**src/rtl/spi_disp_pkg.sv**
```systemverilog
// Shared constants, scan-state encoding and hex-to-7-segment table for the SPI display controller.
package spi_disp_pkg;

  localparam int NUM_DIGITS      = 4;
  localparam int REFRESH_DIV_DEF = 100000;
  localparam logic [6:0] SEG_OFF = 7'h7F;

  typedef enum logic [1:0] {
    DIG0 = 2'd0,
    DIG1 = 2'd1,
    DIG2 = 2'd2,
    DIG3 = 2'd3
  } scan_e;

  // Active-low segments, bit0 = a ... bit6 = g, indexed by nibble value.
  localparam logic [6:0] HEX_SEG [16] = '{
    7'h40, 7'h79, 7'h24, 7'h30, 7'h19, 7'h12, 7'h02, 7'h78,
    7'h00, 7'h10, 7'h08, 7'h03, 7'h46, 7'h21, 7'h06, 7'h0E
  };

  function automatic logic [3:0] anode_of(input scan_e st);
    logic [3:0] a;
    a = 4'b1111;
    a[st] = 1'b0;
    return a;
  endfunction

endpackage

```
**src/rtl/hex_a_7seg.sv**
```systemverilog
// Combinational nibble to active-low 7-segment pattern lookup.
module hex_a_7seg
  import spi_disp_pkg::*;
(
  input  logic [3:0] nib,
  output logic [6:0] seg
);

  assign seg = HEX_SEG[nib];

endmodule

```
**src/rtl/spi_display_ctrl.sv**
```systemverilog
// Captures SPI bytes into a 4-digit hex display and time-multiplexes the anodes.
// Optional leading-zero blanking of digits 3..1 with macro SPI_DISP_BLANK_ZEROS_EN.
module spi_display_ctrl
  import spi_disp_pkg::*;
#(
  parameter int REFRESH_DIV = REFRESH_DIV_DEF
) (
  input  logic       clk_pi,
  input  logic       rst_n_pi,
  input  logic [7:0] dato_pi,
  input  logic       valido_pi,
  input  logic       hold_pi,
  output logic [6:0] seg_o,
  output logic [3:0] an_o,
  output logic       perdido_o
);

  localparam logic [19:0] CNT_MAX = 20'(REFRESH_DIV - 1);

  logic [15:0] disp;
  logic [19:0] cnt;
  scan_e       state;
  scan_e       state_nxt;
  logic        wrap;
  logic [3:0]  nib;
  logic [6:0]  pat;
  logic        blank;

  assign wrap = (cnt == CNT_MAX);

  always_comb begin
    state_nxt = state;
    case (state)
      DIG0: state_nxt = DIG1;
      DIG1: state_nxt = DIG2;
      DIG2: state_nxt = DIG3;
      DIG3: state_nxt = DIG0;
      default: state_nxt = DIG0;
    endcase
  end

  always_comb begin
    nib = disp[3:0];
    case (state)
      DIG0: nib = disp[3:0];
      DIG1: nib = disp[7:4];
      DIG2: nib = disp[11:8];
      DIG3: nib = disp[15:12];
      default: nib = disp[3:0];
    endcase
  end

  hex_a_7seg u_hex (
    .nib (nib),
    .seg (pat)
  );

`ifdef SPI_DISP_BLANK_ZEROS_EN
  // A digit is blank only when it and every higher digit are zero.
  always_comb begin
    blank = 1'b0;
    case (state)
      DIG1: blank = (disp[15:4] == 12'h000);
      DIG2: blank = (disp[15:8] == 8'h00);
      DIG3: blank = (disp[15:12] == 4'h0);
      default: blank = 1'b0;
    endcase
  end
`else
  assign blank = 1'b0;
`endif

  always_ff @(posedge clk_pi or negedge rst_n_pi) begin
    if (!rst_n_pi) begin
      cnt   <= '0;
      state <= DIG0;
    end else if (wrap) begin
      cnt   <= '0;
      state <= state_nxt;
    end else begin
      cnt   <= cnt + 20'd1;
    end
  end

  always_ff @(posedge clk_pi or negedge rst_n_pi) begin
    if (!rst_n_pi) begin
      disp      <= 16'h0000;
      perdido_o <= 1'b0;
    end else if (valido_pi) begin
      if (hold_pi) begin
        perdido_o <= 1'b1;
      end else begin
        disp <= {disp[7:0], dato_pi};
      end
    end
  end

  // Outputs follow the current scan state one clock later, so anode and pattern stay aligned.
  always_ff @(posedge clk_pi or negedge rst_n_pi) begin
    if (!rst_n_pi) begin
      an_o  <= 4'b1111;
      seg_o <= SEG_OFF;
    end else begin
      an_o  <= anode_of(state);
      seg_o <= blank ? SEG_OFF : pat;
    end
  end

endmodule

```
**config.mk**
```make
export PLATFORM = sky130hd
export DESIGN_NAME = spi_display_ctrl
export DESIGN_NICKNAME = d
export VERILOG_FILES = /design/src/rtl/spi_disp_pkg.sv /design/src/rtl/hex_a_7seg.sv /design/src/rtl/spi_display_ctrl.sv
export SDC_FILE = /design/constraint.sdc
export NUM_CORES = 1
export LEC_CHECK = 0
export ABC_AREA = 1
export BUFFER_PORTS_ARGS = -buffer_cell sky130_fd_sc_hd__buf_4
export CORE_MARGIN = 4
export CORE_UTILIZATION = 35
export DETAILED_ROUTE_END_ITERATION = 10
export PLACE_DENSITY_LB_ADDON = 0.1
export SLEW_MARGIN = 10
export SYNTH_ARGS = -nofsm -noshare
export SYNTH_HDL_FRONTEND = slang
export SYNTH_SLANG_ARGS = --single-unit
```
**constraint.sdc**
```tcl
create_clock -name clk_pi -period 2.3 [get_ports clk_pi]
set_clock_uncertainty 0.15 [all_clocks]
set_input_delay 0.46 -clock clk_pi [delete_from_list [all_inputs] [get_ports clk_pi]]
set_output_delay 0.46 -clock clk_pi [all_outputs]
set_load 0.005 [all_outputs]
```
==> Flow_metrics.wiki <==
{| class="wikitable"
! Metric !! Value
|-
| EDFF count, synth || 0
|-
| NumNets Final || 380
|-
| Startpoint of the worst register-to-register path || state[0]
|-
| Setup repair after global routing missed its margin || no
|-
| Number of synthesized register bits || 50
|-
| Number of antenna violations at the first check in global routing || 0
|-
| Finished Core Util || 42.1%
|-
| Max Cap Viol || 0
|-
| Endpoint kind of the worst setup timing path || register
|-
| R2r endpoint || seg_o[0]
|-
| Area Growth Syn to Fin || 15.3%
|-
| Total via count after detailed routing || 2030
|-
| Number of violations reported at the end of detailed-routing iteration 0 || 77
|-
| Remaining Overflow, GRT || 0
|-
| Proportion of netlist area held by the largest area contributor || 36.5%
|-
| Leading area contributor after synthesis || sky130_fd_sc_hd__dfrtp_1
|-
| Worst IR Drop VDD || 0.286 mV
|-
| Depth of the worst register-to-register path || 11
|-
| Fill cell count || 769
|-
| Buffer and inverter count on the worst path || 4
|-
| Share of post-route cells with drive strength above 1 || 20.4%
|-
| Starting density of the core || 36.5%
|-
| Cells after Synth || 326
|-
| Final period utilization || 89.7%
|-
| Vias per inst || 4.45
|-
| Count of placed standard cells in the final layout, fillers left out || 456
|-
| Distinct cells, synth || 27
|-
| Clock latency of the later-clocked register in the worst-skew pair || 0.30 ns
|-
| Status || completed
|-
| Warnings, synthesis || 0
|-
| Critical path data arrival time || 2.16 ns
|-
| Critical path's slowest cell || sky130_fd_sc_hd__dfrtp_1
|-
| Worst-path clk slew || 0.10 ns
|-
| Placeable core region || 7330 um^2
|-
| Top-Level Pins || 24
|-
| First-pass GRT wire length || 9.23 mm
|-
| Most frequent cells in the layout || sky130_fd_sc_hd__nand2_1, sky130_fd_sc_hd__nor2_1, sky130_fd_sc_hd__inv_1
|-
| Most common cell after layout, fill and taps aside || sky130_fd_sc_hd__nand2_1
|-
| Number of instances in the placed design || 448
|-
| H-tree levels || 2
|-
| CP cell instances || inv_1 -> ha_1 -> inv_2 -> nand2_1 -> o21ai_2 -> buf_4 -> ha_1 -> inv_1 -> nand3_1 -> nand3_1 -> nand2_1
|-
| Data required time of the critical path || 2.40 ns
|-
| Reg2Reg Setup Slack || 0.24 ns
|-
| Number of search-and-repair iterations in the first detailed-routing pass || 4
|-
| Shortest period the worst path allows || 2.06 ns
|-
| Vias in the first global route || 1903
|-
| Setup Buffers After CTS || 0
|-
| WHS || 0.00753 ns
|-
| Number of remaining DRC errors || 0
|-
| Maximum number of pins on one net before global-route repair || 51
|-
| Seq/Total Area, Yosys || 47.3%
|-
| Routed length per instance || 11.7 um
|-
| Die boundary width || 95.4 um
|-
| Syn nets || 350
|-
| Detail Route Antenna Nets || 0
|-
| Static power due to leakage || 1.48 nW
|-
| Worst-case clock buffer depth || 2
|-
| Timing startpoint of the critical path || state[0]
|-
| Cell count along the critical path || 11
|-
| Setup-violating endpoint count in the final report || 0
|-
| Family with the most delay on the worst path || adder cells
|-
| Height of the die || 95.4 um
|-
| Post-Syn Area per Cell || 8.20 um^2
|-
| PwrDens || 587 nW/um^2
|-
| Total negative setup slack || 0 ns
|-
| Tightest slew margin relative to the limit || 57.7%
|-
| Netlist area before placement || 2670 um^2
|-
| Main synth FF type || sky130_fd_sc_hd__dfrtp_1
|-
| Transition time at the pin with the least slew margin || 0.635 ns
|-
| Root Buffer || sky130_fd_sc_hd__clkbuf_8
|-
| Final count of hold timing violations || 0
|-
| CTS buffer count || 5
|-
| I/O Buffers || 23
|-
| Share of synthesized flip-flops with an asynchronous set or reset || 100%
|-
| Gp weighted congestion || 0.820
|-
| Clock tree from TritonCTS || done
|-
| Worst Path Max Fanout || 7
|-
| Worst hold path type || in -> async
|-
| Element type at the critical path start || register
|-
| CP max stage delay || 0.41 ns
|-
| Total Wirelength || 5.33 mm
|-
| Total power draw || 1.81 mW
|-
| Most area-consuming cells after synthesis || sky130_fd_sc_hd__dfrtp_1, sky130_fd_sc_hd__nand2_1, sky130_fd_sc_hd__dfstp_2
|-
| Total track usage || 12.9%
|-
| Die footprint || 9100 um^2
|-
| Std cell rows || 31
|-
| Clock sinks || 50
|-
| Start-to-end type of the worst setup path || reg -> reg
|-
| Antenna fix cells || 0
|-
| Estimated wirelength of the detail-placed design || 4.02 mm
|-
| Worst setup path endpoint || seg_o[0]
|-
| Timing-limited maximum frequency || 0.484 GHz
|-
| Slew Viols, Final || 0
|}
## metrics by stage
step	setup slack [ns]	instance area [um^2]
2_1_floorplan	0.310	2670
3_3_place_gp	0.263	2980
3_5_place_dp	0.178	2980
4_1_cts	0.154	3080
5_1_grt	0.0451	3080
6_report	0.236	3080
## where the power goes
part           total, mW  internal, mW  switching, mW
logic              0.246         0.117          0.129
clock network      0.560         0.248          0.311
registers           1.00         0.969         0.0342
total               1.81          1.33          0.475
## synth_stat cells, types with 3 or more instances
cell type,number
sky130_fd_sc_hd__a21oi_1,4
sky130_fd_sc_hd__dfrtp_1,39
sky130_fd_sc_hd__dfstp_2,11
sky130_fd_sc_hd__ha_1,12
sky130_fd_sc_hd__inv_1,42
sky130_fd_sc_hd__mux2_2,8
sky130_fd_sc_hd__nand2_1,85
sky130_fd_sc_hd__nand2_2,7
sky130_fd_sc_hd__nand3_1,26
sky130_fd_sc_hd__nand4_1,5
sky130_fd_sc_hd__nor2_1,47
sky130_fd_sc_hd__nor2_2,6
sky130_fd_sc_hd__o21ai_0,8
sky130_fd_sc_hd__o21ai_1,3
sky130_fd_sc_hd__xor2_1,10
## kinds of logic (layout without fill, tap and decap cells)
family                     after synthesis  in the layout  share of synthesized area, %
adders and majority gates               12             12                          5.62
xor gates and xnor gates                11             11                          3.60
muxes                                    8              8                          3.37
buffers and inverters                   45             76                          6.36
DFF                                     50             50                          47.3
and+or+nand+nor                        180            180                          29.0
AOI/OAI and AO/OA                       20             20                          4.77
## per-layer routing
metal	share of wire, %	track usage (%)
met5	0	0
met3	4.1	2.68
met1	52	19.5
met2	43	18.5
met4	0.96	3.20
## worst min-delay path by stage
stage | start | end | slack, ns | cells after the start
3_3_place_gp | perdido_o | perdido_o | 0.30 | 1
5_1_grt | rst_n_pi | cnt[11] | 0.07 | 1
3_5_place_dp | cnt[0] | cnt[0] | 0.30 | 1
4_1_cts | rst_n_pi | cnt[12] | 0.05 | 1
2_1_floorplan | rst_n_pi | cnt[0] | 0.01 | 0
6_report | rst_n_pi | cnt[11] | 0.008 | 1
## worst register-to-register path: cells and delay by family, from the launching register on
kind | cells | cell delay (ns)
and+or+nand+nor | 4 | 0.35
AOI/OAI and AO/OA | 1 | 0.17
buffers and inverters | 4 | 0.47
DFF | 1 | 0.41
adders and majority gates | 2 | 0.47
## state kept, by name, indices dropped and copies added (netlist names)
signal / count
an_o: 4
cnt: 20
disp: 16
perdido_o: 1
seg_o: 7
state: 2
## final cells by class
type	instances	area, um^2	area share, %
Multi-Input combinational cell	231	1250	40.4
Timing Repair Buffer	25	188	6.09
Tap cell	99	124	4.02
Clock inverter	2	17.5	0.568
Inverter	43	161	5.23
Clock buffer	6	82.6	2.68
Sequential cell	50	1260	41.0
## timing repair
| item | 4_1_cts | 5_1_grt |
|---|---|---|
| resized for setup | 0 | 2 |
| endpoints found under the setup margin | 0 | 2 |
| hold buffers | 0 | 0 |
No activity file was read; power rests on OpenSTA's default activity.
